[src/rtl/id_ex_stage.sv]
// ID/EX pipeline register with operand forwarding, load-use bubble
// insertion and a saturating bubble counter.
//
// Edge priority: flush > stall > load-use bubble > normal capture.
// Operands alu_a / alu_b / ex_store_data are resolved combinationally
// from the registered EX slot and the EX/MEM and MEM/WB write-back buses.
module id_ex_stage #(
  parameter int CNT_W = 16
) (
  input  logic             clk,
  input  logic             rst_n,
  input  logic             in_valid,
  input  logic             stall,
  input  logic             flush,
  input  logic [31:0]      pc_in,
  input  logic [31:0]      rs1_data,
  input  logic [31:0]      rs2_data,
  input  logic [31:0]      imm,
  input  logic [4:0]       rs1_addr,
  input  logic [4:0]       rs2_addr,
  input  logic [4:0]       rd_addr,
  input  logic [2:0]       alu_op_in,
  input  logic             alu_src,
  input  logic             reg_write_in,
  input  logic             mem_read_in,
  input  logic             mem_write_in,
  input  logic             exmem_reg_write,
  input  logic             memwb_reg_write,
  input  logic [4:0]       exmem_rd,
  input  logic [4:0]       memwb_rd,
  input  logic [31:0]      exmem_result,
  input  logic [31:0]      memwb_result,
  output logic             ex_valid,
  output logic [31:0]      alu_a,
  output logic [31:0]      alu_b,
  output logic [2:0]       ex_alu_op,
  output logic [4:0]       ex_rd,
  output logic             ex_reg_write,
  output logic             ex_mem_read,
  output logic             ex_mem_write,
  output logic [31:0]      ex_pc,
  output logic [31:0]      ex_store_data,
  output logic             hazard_stall,
  output logic [CNT_W-1:0] bubble_count
);

  localparam logic [CNT_W-1:0] CNT_MAX = '1;
  localparam logic [CNT_W-1:0] CNT_ONE = {{(CNT_W-1){1'b0}}, 1'b1};

  // Registered data fields of the EX slot that feed the operand muxes.
  logic [31:0] rs1_data_q;
  logic [31:0] rs2_data_q;
  logic [31:0] imm_q;
  logic [4:0]  rs1_addr_q;
  logic [4:0]  rs2_addr_q;
  logic        alu_src_q;

  logic [31:0] fwd_rs1;
  logic [31:0] fwd_rs2;

  // Load-use detection: the load in EX produces its data too late for the
  // instruction in decode, so decode must be held for one cycle.
  assign hazard_stall = in_valid & ex_valid & ex_mem_read & (ex_rd != 5'd0) &
                        ((ex_rd == rs1_addr) | (ex_rd == rs2_addr));

  // EX slot register: flush, hold, bubble or capture, in that priority.
  always_ff @(posedge clk or negedge rst_n) begin
    if (!rst_n) begin
      ex_valid     <= 1'b0;
      ex_reg_write <= 1'b0;
      ex_mem_read  <= 1'b0;
      ex_mem_write <= 1'b0;
      ex_alu_op    <= 3'b000;
      ex_rd        <= 5'd0;
      ex_pc        <= 32'd0;
      rs1_data_q   <= 32'd0;
      rs2_data_q   <= 32'd0;
      imm_q        <= 32'd0;
      rs1_addr_q   <= 5'd0;
      rs2_addr_q   <= 5'd0;
      alu_src_q    <= 1'b0;
      bubble_count <= '0;
    end else if (flush) begin
      // Squash only; data fields are left as they were since nothing reads
      // them while ex_valid is low. Flushes are not counted as bubbles.
      ex_valid     <= 1'b0;
      ex_reg_write <= 1'b0;
      ex_mem_read  <= 1'b0;
      ex_mem_write <= 1'b0;
    end else if (stall) begin
      // Downstream hold: every register keeps its value.
    end else if (hazard_stall) begin
      ex_valid     <= 1'b0;
      ex_reg_write <= 1'b0;
      ex_mem_read  <= 1'b0;
      ex_mem_write <= 1'b0;
      if (bubble_count != CNT_MAX) begin
        bubble_count <= bubble_count + CNT_ONE;
      end
    end else if (in_valid) begin
      ex_valid     <= 1'b1;
      ex_reg_write <= reg_write_in;
      ex_mem_read  <= mem_read_in;
      ex_mem_write <= mem_write_in;
      ex_alu_op    <= alu_op_in;
      ex_rd        <= rd_addr;
      ex_pc        <= pc_in;
      rs1_data_q   <= rs1_data;
      rs2_data_q   <= rs2_data;
      imm_q        <= imm;
      rs1_addr_q   <= rs1_addr;
      rs2_addr_q   <= rs2_addr;
      alu_src_q    <= alu_src;
    end else begin
      ex_valid     <= 1'b0;
      ex_reg_write <= 1'b0;
      ex_mem_read  <= 1'b0;
      ex_mem_write <= 1'b0;
    end
  end

  // Forwarding: the younger EX/MEM result wins over MEM/WB; x0 never forwards.
  always_comb begin
    fwd_rs1 = rs1_data_q;
    fwd_rs2 = rs2_data_q;
    if (exmem_reg_write && (exmem_rd != 5'd0) && (exmem_rd == rs1_addr_q)) begin
      fwd_rs1 = exmem_result;
    end else if (memwb_reg_write && (memwb_rd != 5'd0) && (memwb_rd == rs1_addr_q)) begin
      fwd_rs1 = memwb_result;
    end
    if (exmem_reg_write && (exmem_rd != 5'd0) && (exmem_rd == rs2_addr_q)) begin
      fwd_rs2 = exmem_result;
    end else if (memwb_reg_write && (memwb_rd != 5'd0) && (memwb_rd == rs2_addr_q)) begin
      fwd_rs2 = memwb_result;
    end
  end

  assign alu_a         = fwd_rs1;
  assign alu_b         = alu_src_q ? imm_q : fwd_rs2;
  assign ex_store_data = fwd_rs2;

endmodule

[config.mk]
export PLATFORM = sky130hd
export DESIGN_NAME = id_ex_stage
export DESIGN_NICKNAME = d
export VERILOG_FILES = /design/src/rtl/id_ex_stage.sv
export SDC_FILE = /design/constraint.sdc
export NUM_CORES = 1
export LEC_CHECK = 0
export CORE_AREA = 2 2 149 151
export CTS_CLUSTER_DIAMETER = 80
export CTS_CLUSTER_SIZE = 12
export DETAILED_ROUTE_END_ITERATION = 6
export DIE_AREA = 0 0 151 153
export DONT_BUFFER_PORTS = 1
export GPL_TIMING_DRIVEN = 1
export PLACE_DENSITY = 0.63
export SETUP_SLACK_MARGIN = 0.3
export SYNTH_ARGS = -nofsm -noshare
export SYNTH_HDL_FRONTEND = slang
export SYNTH_SLANG_ARGS = --single-unit
[constraint.sdc]
create_clock -name clk -period 2.8 [get_ports clk]
set_input_delay 0.42 -clock clk [delete_from_list [all_inputs] [get_ports clk]]
set_output_delay 0.42 -clock clk [all_outputs]
set_load 0.02 [all_outputs]
==> flow_summary.ini, run 1 <==
[cts]
cts_buffers = 17
clock_latency_ps = 420
h-tree-depth = 4
clkTransAtPathRegs_ps = 70
cts_tree = built
clock_sinks = 167
clock_path_buffers = 2
cts-root-buf = clkbuf_16

[floorplan]
start_util_pct = 40.3
std_cell_rows = 54
core_area_sq_um = 21500
die_w_microns = 151
dieArea_sq_um = 23100
dieHeight_microns = 153
io_pins = 388

[synth]
postSynthCellCount = 734
yosys.area.top_type = dfrtp_1
synth_area_leaders = dfrtp_1 (48%), mux2_2 (23%), a31oi_2 (4.3%)
yosysWarnings = 0
synthesis.nets = 966
syn_area_sq_um = 8660
synth.distinct_cells = 39
yosys_register_bits = 167
synth_top_area_share_pct = 48.2
avgSynthCellArea_sq_um = 11.8
seq_area_frac_synth_pct = 48.2

[power_and_ir_drop]
switching_share_pct = 34.3
intPower_mw = 5.42
irDropWorstVdd_uv = 385
clockPowerShare_pct = 28.6
p_sw_mw = 2.83
leakage_nw = 4.87
combPwrFrac_pct = 31.7
p_per_area_nw_per_um2 = 697
seqPwrFrac_pct = 39.7

[placed_design]
postPlaceCellArea_sq_um = 9640
dp_hpwl_microns = 19400
gp_congestion = 0.932
port-buffer-count = 0

[cells_and_area]
fillers = 1753
drive_gt1_share_pct = 57.5
final_core_util_pct = 55.1
area_delta_synth_final_pct = 36.7
fin_area_sq_um = 11800
layout.nets = 1038

[global_route]
overflow = 0
grt_start_max_net_pins = 168
grt.total_usage_pct = 24.2
grt_pass1_vias = 6852
grt_antenna_before_repair = 8
grt_pass1_wl_microns = 41400

[worst_setup_path]
cp-end-kind = output pin
path_cells = xor2_4 -> or4_4 -> bufbuf_16 -> a31oi_4 -> mux2_4
reg2reg_depth = 5
crit_family = simple AND/OR/NAND/NOR gates
critical_path_buf_inv_count = 1
start_kind = register
reg2reg_to = bubble_count[1]$_DFFE_PN0P_
critical-path-max-stage-delay_ps = 610
r2r-start = bubble_count[4]$_DFFE_PN0P_
rrSetupSlack_ps = 490
slowest_stage = or4_4
worstSetupPathType = register to output pin
cp.arrival_ps = 2420
worstPathMaxFanout = 7
worstPathRequired_ps = 2380

[timing]
maxSlewViolCount = 0
max_freq_mhz = 352
setup_viol = 20
period_share_pct = 102
relSlewSlack_pct = 58.0
timing_worst_slew_pin_value_ps = 630
period_needed_ps = 2840
rsz0062_at_grt = yes
setup_tns_ps = -436
hold_slack_ps = -313
skew_ps = 9.74
final.setup.worst_slack_ps = -42.8
finalHoldViolCount = 167

[routing]
num_vias = 6184
wl_per_cell_microns = 26.4
drcViolationCount = 0
wirelength_microns = 29100
post_drt_via_cell_ratio = 5.60
ant_nets = 0
drtPass1Iterations = 4
dr.first_iter.drc_count = 268

[run_status]
violations = negative hold slack, negative setup slack
status = finished with violations

[hold_path]
hold_path.class = primary input to asynchronous set/reset pin

[job]
cap_violations = 0
## through the flow
| step | total power [mW] | cells | setup slack [ps] | hold WS [ps] |
|---|---|---|---|---|
| floorplan | 4.85 | 734 | 233 | 124 |
| global placement | 5.36 | 1026 | 234 | 128 |
| detailed placement | 5.42 | 1026 | 187 | 127 |
| CTS | 8.12 | 1089 | -37.3 | -335 |
| global route | 8.60 | 1102 | -138 | -344 |
| finish | 8.25 | 1104 | -42.8 | -313 |
## cells by family after synthesis
logic type	count (synthesis)	share of synthesized area (%)
AO/OA/AOI/OAI	72	6.87
XOR/XNOR	45	4.55
adder cells (fa/ha/maj)	1	0.144
buffers and inverters	50	3.64
flip-flops	167	48.2
multiplexers	212	27.1
AND/OR/NAND/NOR	187	9.46
## state kept, by name, indices dropped and copies added, names as in the netlist, 5 cells and up
name,count
rs2_data_q,32
bubble_count,16
rs1_data_q,32
rs2_addr_q,5
rs1_addr_q,5
ex_pc,32
ex_rd,5
imm_q,32
## metal layers
metal	share of wire, %	track usage [%]	vias to the layer above	wire [microns]
li1	-	-	2738	-
met1	35	26.1	3088	10300
met2	53	44.0	314	15300
met3	9.7	8.21	40	2810
met4	2.2	7.97	4	642
met5	0.079	0	-	23
## Yosys cell counts (all sizes together)
library cell  instances
a21oi                 1
a31oi                32
and3                  2
and3b                 1
and4                  2
buf                  33
clkbuf               12
dfrtp               167
dlygate4sd1           1
ha                    1
inv                   4
mux2                180
mux2i                32
nand2               109
nand3                11
nand4                 8
nor2                 41
nor2b                 1
nor3                  6
nor4                  2
o21a                  1
o21ai                37
o22ai                 1
or3                   1
or4                   3
xnor2                26
xor2                 19
## timing repair
action | in CTS | in global routing
buffers inserted | 20 | 6
gates cloned | 11 | 4
setup endpoints to repair | 96 | 149
pin swaps | 14 | 39
resized for setup | 135 | 85
hold endpoints to repair | 167 | 167
## placed cells by master, fill, tap and decap left out, types with 15 or more instances in the layout
cell type    n
a31oi_4     27
buf_12      18
buf_4       24
buf_6       39
clkbuf_16   21
dfrtp_1    163
mux2_2     151
mux2_4      28
mux2i_4     15
nand2_1     89
nor2_2      15
o21ai_2     21
xnor2_1     20
xor2_1      18
## power groups by stage
stage	combinational (mW)	sequential (mW)	clock (mW)
6_report	2.62	3.28	2.36
3_3_place_gp	2.10	3.26	0
5_1_grt	2.75	3.33	2.52
3_5_place_dp	2.14	3.28	0
2_1_floorplan	1.68	3.18	0
4_1_cts	2.46	3.25	2.41
## area by class of cell
| class | count | area, sq um | share of cell area, % |
|---|---|---|---|
| well taps | 280 | 350 | 2.96 |
| multi-input cells | 518 | 5290 | 44.6 |
| clock inverters | 14 | 140 | 1.18 |
| flip-flops and latches | 167 | 4180 | 35.3 |
| inverters | 4 | 15.0 | 0.127 |
| repair buffers | 98 | 1420 | 12.0 |
| diodes | 5 | 12.5 | 0.106 |
| clock buffers | 18 | 439 | 3.71 |
## worst max-delay path by stage
stage	from	endpoint	slack (ps)	cells past startpoint
after global routing	rs2_addr_q[4]$_DFFE_PN0P_	alu_b[1]	-140	6
after floorplan	exmem_rd[1]	alu_b[17]	230	8
after CTS	rs2_addr_q[4]$_DFFE_PN0P_	alu_b[1]	-40	6
final	rs2_addr_q[2]$_DFFE_PN0P_	alu_b[1]	-40	5
after global placement	exmem_rd[1]	alu_b[24]	230	7
after detailed placement	exmem_rd[1]	alu_b[28]	190	7
Power figures use the tool's default switching activity.
==> run 2, diff against run 1 <==
==> constraint.sdc (replaced) <==
create_clock -name clk -period 3.1 [get_ports clk]
set_input_delay 0.465 -clock clk [delete_from_list [all_inputs] [get_ports clk]]
set_output_delay 0.465 -clock clk [all_outputs]
set_load 0.02 [all_outputs]
==> flow_summary.ini, run 2 (synthesis results as in run 1) <==
[timing]
relSlewSlack_pct = 25.0
final.setup.worst_slack_ps = 214
setup_tns_ps = 0
setup_viol = 0
finalHoldViolCount = 167
max_freq_mhz = 347
hold_slack_ps = -268
rsz0062_at_grt = yes
period_needed_ps = 2890
skew_ps = 14.0
maxSlewViolCount = 0
period_share_pct = 93.1
timing_worst_slew_pin_value_ps = 1120

[routing]
met2_length_microns = 13400
drtPass1Iterations = 4
wl_per_cell_microns = 23.4
num_vias = 5948
routed.top_layer = met5
wirelength_microns = 25800
drcViolationCount = 0
wl_met1_microns = 9520
dr_wl_met3_microns = 2550
dr.first_iter.drc_count = 223
post_drt_via_cell_ratio = 5.39
ant_nets = 0

[worst_setup_path]
worstSetupPathType = register to output pin
cp.arrival_ps = 2420
cp-end-kind = output pin
reg2reg_depth = 7
start_kind = register
cp-startpoint = rs2_addr_q[4]$_DFFE_PN0P_
rrSetupSlack_ps = 500
critical-path-max-stage-delay_ps = 560
path_cells = xnor2_1 -> nand3_1 -> or4_4 -> buf_16 -> nor2_1 -> a31oi_4 -> mux2_4
r2r-start = ex_rd[4]$_DFFE_PN0P_
worstPathMaxFanout = 16
slowest_stage = or4_4
worstPathRequired_ps = 2630

[global_route]
overflow = 0
grt_start_max_net_pins = 168
grt.total_usage_pct = 21.0
grt_pass1_vias = 6092
grt_pass1_wl_microns = 36000
grt_antenna_before_repair = 6

[placed_design]
place_ws_ps = 228
dp_cells = 1042
dp_hpwl_microns = 17900
gp_congestion = 0.853
port-buffer-count = 0

[job]
cap_violations = 0

[power_and_ir_drop]
leakage_nw = 4.48
p_per_area_nw_per_um2 = 664
finalPower_mw = 7.05
irDropWorstVdd_uv = 340

[cts]
cts-root-buf = clkbuf_16
clock_latency_ps = 420
clock_sinks = 167
h-tree-depth = 4
cts_tree = built
clock_path_buffers = 2
cts_buffers = 17
clkTransAtPathRegs_ps = 70

[cells_and_area]
fin_cells = 1104
final_core_util_pct = 49.4
final_common_cell = dfrtp_1
drive_gt1_share_pct = 46.1
layout.nets = 1039
area_delta_synth_final_pct = 22.6
mostFrequentLayoutCells = dfrtp_1 (166), mux2_2 (152), nand2_1 (98)

[run_status]
violations = negative hold slack
status = finished with violations

[floorplan]
die_w_microns = 151
io_pins = 388
dieHeight_microns = 153
start_util_pct = 40.3
core_area_sq_um = 21500
dieArea_sq_um = 23100
std_cell_rows = 54

[hold_path]
hold_path.class = primary input to asynchronous set/reset pin
-- run 2: metal layers --
layer  global-route usage [%]  vias to the layer above
li1                         -                     2727
met2                     36.2                      293
met3                     8.24                       24
met4                     6.72                        4
met1                     23.7                     2900
met5                        0                        -
-- run 2: per-stage QoR --
step                hold slack, ps  instance area, sq um
global placement               172                  9350
global route                  -299                 10600
detailed placement             172                  9350
CTS                           -295                 10200
finish                        -268                 10600
floorplan                      169                  8660
-- run 2: worst max-delay path: cells and delay by family (launching register included) --
family / cells / cell delay, ps
xor gates and xnor gates: 1 / 150
AOI/OAI and AO/OA: 1 / 60
and+or+nand+nor: 3 / 830
DFF: 1 / 410
muxes: 1 / 320
buffers and inverters: 1 / 220
-- run 2: area by class of cell --
class	count	area [sq um]
flip-flops and latches	167	4180
fillers	1914	10900
well taps	280	350
repair buffers	100	1030
clock buffers	20	467
clock inverters	12	108
multi-input cells	517	4460
diodes	4	10.0
inverters	4	15.0
-- run 2: worst paths after layout --
kind                                         endpoint
setup / recovery                             alu_b[2]
hold / removal                  ex_pc[18]$_DFFE_PN0P_
setup reg to reg                imm_q[14]$_DFFE_PN0P_
hold reg to reg                  imm_q[8]$_DFFE_PN0P_
max in group asynchronous  rs1_data_q[15]$_DFFE_PN0P_
min in group clk                ex_pc[30]$_DFFE_PN0P_
-- run 2: power by group --
| group | internal [mW] | switching [mW] |
|---|---|---|
| Sequential | 2.54 | 0.421 |
| Clock | 1.12 | 0.954 |
| Combinational | 1.03 | 0.991 |
| Total | 4.69 | 2.37 |
-- run 2: timing repair --
item | 4_1_cts | 5_1_grt
pin swaps | 4 | 8
resized for setup | 32 | 65
gates cloned | 3 | 4
endpoints found under the hold margin | 167 | 167
setup buffers | 10 | 9
setup endpoints to repair | 96 | 91
==> variant 1 (settings of run 1) <==
The parameter `CNT_W` goes from 16 to 14.
--- a/src/rtl/id_ex_stage.sv
+++ b/src/rtl/id_ex_stage.sv
@@ -7,3 +7,3 @@
 module id_ex_stage #(
-  parameter int CNT_W = 16
+  parameter int CNT_W = 14
 ) (
Interface: changed (resized bubble_count); port bits go from 388 to 386. The function was not compared with the original's and may differ.
==> variant 1 against run 1 <==
The run ends with negative hold slack left. Routed wire length down 6.1%. Setup slack better by 110 ps. First-iteration DRC count down 16%. Combinational power down 2%. Synthesized area down 0.56%. Total power down 2.2%. Fmax up 3.9%. Cell area down 4.1%. Global-route usage down 1.6 points. Sequential cell count down 2. Critical endpoint is now alu_b[15]. Largest cell class unchanged. Largest power group unchanged. Highest routed layer unchanged.
==> variant 1: results (changes against run 1) <==
- The leakage power figure was 4.673 nW (was 4.868 nW).
- List of most frequent post-synthesis cells: dfrtp_1 (165), mux2_1 (86), mux2i_1 (64) (was mux2_2 (179), dfrtp_1 (167), nand2_1 (98)).
- The final clock skew is 12.19 ps (was 9.744 ps).
- The arithmetic-cell share of the synthesized area counting full adders, half adders and majority gates came to 0.001452 (was 0.001444).
- The relative slew slack was 0.5227 (was 0.5797).
- The fraction of synthesized cell area in xor and xnor cells is 0.04372 (was 0.04549).
- The synthesized area per cell is 11.25 µm² (was 11.80 µm²).
- The maximum fanout along the worst path is 8 (was 7).
- The post-detailed-placement half-perimeter wirelength came to 18660 µm (was 19390 µm).
- The reg-to-reg startpoint is ex_rd[1]$_DFFE_PN0P_ (was bubble_count[4]$_DFFE_PN0P_).
- The most frequently used flop master after synthesis is dfrtp_1 (unchanged).
- The path depth of the worst reg2reg path is 6 (was 5).
- The overall routed net length is 27320 µm (was 29090 µm).
- The post-route non-filler standard cell count came to 1162 (was 1104).
- The share of post-route cells with drive strength above 1 came to 0.3812 (was 0.5751).
- The final count of hold timing violations is 165 (was 167).
- The post-synthesis cell area came to 0.008615 mm² (was 0.008663 mm²).
- Status: complete, but fails checks (unchanged).
- The number of placed instances with taps included was 1101 (was 1026).
- The area fraction in compound gates after synthesis was 0.07974 (was 0.06875).
- Cell types occupying the most area after synthesis: dfrtp_1 (48%), mux2_1 (11%), mux2_2 (8.1%) (was dfrtp_1 (48%), mux2_2 (23%), a31oi_2 (4.3%)).
- Violated checks: negative hold slack (was negative hold slack, negative setup slack).
- The violation count after the first detailed-route iteration is 225 (was 268).
- The wire length of the first global-routing pass is 39230 µm (was 41440 µm).
- The met1 layer usage reported by global route is 0.2465 (was 0.2608).
- The final hold slack is -308.9 ps (was -312.8 ps).
- The initial antenna violation count is 14 (was 8).
- The largest net degree at the start of global routing is 166 (was 168).
- The sequential fraction of the synthesis area is 0.4793 (was 0.4824).
- The filler cell count in the final layout is 1846 (was 1753).
- The total number of vias is 6467 (was 6184).
- The combined global-route utilization of all metal layers is 0.2266 (was 0.2422).
- The placer congestion estimate is 0.8495 (was 0.9319).
- The data arrival at the endpoint of the critical path is 2310 ps (was 2420 ps).
- The post-synthesis cell type count is 34 (was 39).
- The global-route track usage on met3 came to 0.1045 (was 0.08209).
variant 1: cell count changes after synthesis, sizes merged, moves of 11 or more:
cell,change
nand2,-72
a221oi,+32
mux2,-32
mux2i,+32
nor3,+32
a21oi,+31
a31oi,-31
inv,+31
clkbuf,+17
buf,-11
variant 1: layout make-up:
class,instances,area [µm²],area share
Tap cell,280,350.3,0.03085
Sequential cell,165,4131,0.3639
Clock buffer,20,456.7,0.04022
Timing Repair Buffer,124,1343,0.1182
Multi-Input combinational cell,515,4802,0.4229
Inverter,35,131.4,0.01157
Clock inverter,12,112.6,0.009917
Antenna cell,11,27.53,0.002424
variant 1: worst max path at each step:
| stage | cells after the start | start | end | slack [ps] |
|---|---|---|---|---|
| 2_1_floorplan | 7 | memwb_rd[1] | alu_a[10] | 320 |
| 3_3_place_gp | 6 | exmem_rd[1] | alu_a[18] | 200 |
| 3_5_place_dp | 7 | memwb_rd[1] | alu_b[29] | 160 |
| 4_1_cts | 8 | rs2_addr_q[4]$_DFFE_PN0P_ | alu_b[2] | 110 |
| 5_1_grt | 8 | rs2_addr_q[1]$_DFFE_PN0P_ | alu_b[16] | -50 |
| 6_report | 8 | rs2_addr_q[1]$_DFFE_PN0P_ | alu_b[15] | 70 |
variant 1: kinds of logic (layout without fill, tap and decap cells):
family / Yosys count / after routing
mux: 212 / 212
flops: 165 / 165
simple gates: 152 / 152
compound gates: 107 / 107
buf+inv: 86 / 191
xor+xnor: 43 / 43
fa+ha+maj: 1 / 1
other cells: 0 / 11
variant 1: per-layer routing:
layer	wire [µm]	up-vias
met5	42	-
met4	682	6
met3	2909	52
met2	13480	296
met1	10200	3164
li1	-	2949
variant 1: timing repair:
action                     4_1_cts  5_1_grt
pin swaps                       22       21
cloned                           7        2
setup endpoints to repair       97      199
hold endpoints to repair       165      165
gates resized for setup         64       60
setup buffers                    5        4
variant 1: through the flow:
stage          power (mW)  hold WS [ps]
2_1_floorplan       4.737         124.4
3_3_place_gp        5.545         128.4
3_5_place_dp        5.588         127.9
4_1_cts             8.006        -328.3
5_1_grt             8.449        -342.1
6_report            8.074        -308.9
variant 1: power breakdown:
group,switching (mW),internal [mW]
registers,0.445,2.79
logic,1.34,1.23
clock network,1.05,1.22
total,2.83,5.24
variant 1: worst max-delay path, stage by stage (launching register included):
cell and delay (ps):
dfrtp_1 440, xor2_1 180, nor3_2 150, nand4_1 120, buf_6 170, buf_16 160, mux2i_2 170, a221oi_2 310
buf_4 200
==> variant 2 (settings of run 1) <==
Without the edit above. Make the reset (`rst_n`) synchronous in one clocked block.
--- a/src/rtl/id_ex_stage.sv
+++ b/src/rtl/id_ex_stage.sv
@@ -66,3 +66,3 @@
   // EX slot register: flush, hold, bubble or capture, in that priority.
-  always_ff @(posedge clk or negedge rst_n) begin
+  always_ff @(posedge clk) begin
     if (!rst_n) begin
Behaviour: differs if rst_n is asserted again (counterexample within 4 cycles, from zero or initial values and one cycle with rst_n low); with rst_n held inactive, the same outputs for 4 cycles.
==> variant 2 against run 1 <==
The flow finishes with violations (negative setup slack). Cell area decreased by 5.1%. Register-to-register slack about the same. Final cell count increased by 29%. Sequential cell count unchanged. Routed wire length increased by 3.5%. Setup slack improved by 3.3 ps. First-iteration DRC count increased by 70%. Synthesized area decreased by 4.1%. Via count increased by 29%. Non-clock buffer count increased by 33. Global-route usage decreased by 0.64 points. Critical path type unchanged.
Power is not compared: it rests on default switching activity, and its combinational part moved more than twofold at a synthesized area within 25%.
==> variant 2: results (changes against run 1) <==
- The placer congestion estimate was 0.9019 (was 0.9319).
- The total negative slack is -263.4 ps (was -436.5 ps).
- The clock distribution area overhead in the final layout is 0.05387 (was 0.04891).
- The filler cell count in the final layout is 1943 (was 1753).
- The total placed instance area is 0.009428 mm² (was 0.009642 mm²).
- The number of clock buffer instances in the layout is 19 (was 18).
- The number of diodes is 1 (was 5).
- The fraction of area in non-clock buffers is 0.1337 (was 0.1197).
- The maximum fanout along the worst path is 12 (was 7).
- Violated checks: negative setup slack (was negative hold slack, negative setup slack).
- The number of buffers inserted to repair setup after CTS is 14 (was 20).
- The minimum setup slack in the final design was -39.53 ps (was -42.80 ps).
- The wire length of the first global-routing pass is 42090 µm (was 41440 µm).
- The routed length per instance was 21.13 µm (was 26.35 µm).
- The most frequently used flop master after synthesis is dfxtp_1 (was dfrtp_1).
- The area of the multi-input gates is 0.005403 mm² (was 0.005285 mm²).
- The number of iterations in the first detailed-routing pass is 7 (was 4).
- The number of endpoints failing setup at the final stage is 14 (was 20).
- The final clock skew is 14.21 ps (was 9.744 ps).
- Status: complete, but fails checks (unchanged).
- The post-cts sizing count is 136 (was 135).
- The worst min-delay path category is input pin to flop (was input pin to asynchronous set/reset pin).
- The combined global-route utilization of all metal layers is 0.2357 (was 0.2422).
- The number of placed instances with taps included is 1364 (was 1026).
- The number of standard cells after synthesis is 1074 (was 734).
- The setup slack at placement is -102.2 ps (was 187.0 ps).
- The met1 layer usage reported by global route was 0.2690 (was 0.2608).
- The sequential fraction of the synthesis area came to 0.4023 (was 0.4824).
- The largest net degree at the start of global routing is 304 (was 168).
- The global-route met2 utilization was 0.4108 (was 0.4405).
- The global-route track usage on met3 is 0.08299 (was 0.08209).
- The detail-routed via count per cell is 5.601 (about the same).
- The relative slew slack is 0.5839 (was 0.5797).
- The share of flip-flops with an asynchronous set or reset is 0 (was 1.000).
==> variant 2: final timing paths <==
| kind | startpoint | to | slack, ps | depth (start not counted) |
|---|---|---|---|---|
| max | rs2_addr_q[3]$_SDFFE_PN0P_ | alu_b[13] | -40 | 8 |
| min | pc_in[26] | ex_pc[26]$_SDFFE_PN0P_ | 130 | 2 |
| min reg2reg | rs1_data_q[18]$_SDFFE_PN0P_ | rs1_data_q[18]$_SDFFE_PN0P_ | 450 | 2 |
| max reg2reg | ex_rd[4]$_SDFFE_PN0P_ | imm_q[12]$_SDFFE_PN0P_ | 490 | 7 |
==> variant 2: logic make-up (layout without fill, tap and decap cells) <==
kind of cell,after synthesis,count (layout),synth area share
adders and majority gates,1,1,0.001505
buffers and inverters,97,167,0.05330
xor gates and xnor gates,33,33,0.03478
other,0,1,0
muxes,92,92,0.1149
AOI/OAI and AO/OA,242,242,0.1558
and+or+nand+nor,442,442,0.2374
DFF,167,167,0.4023
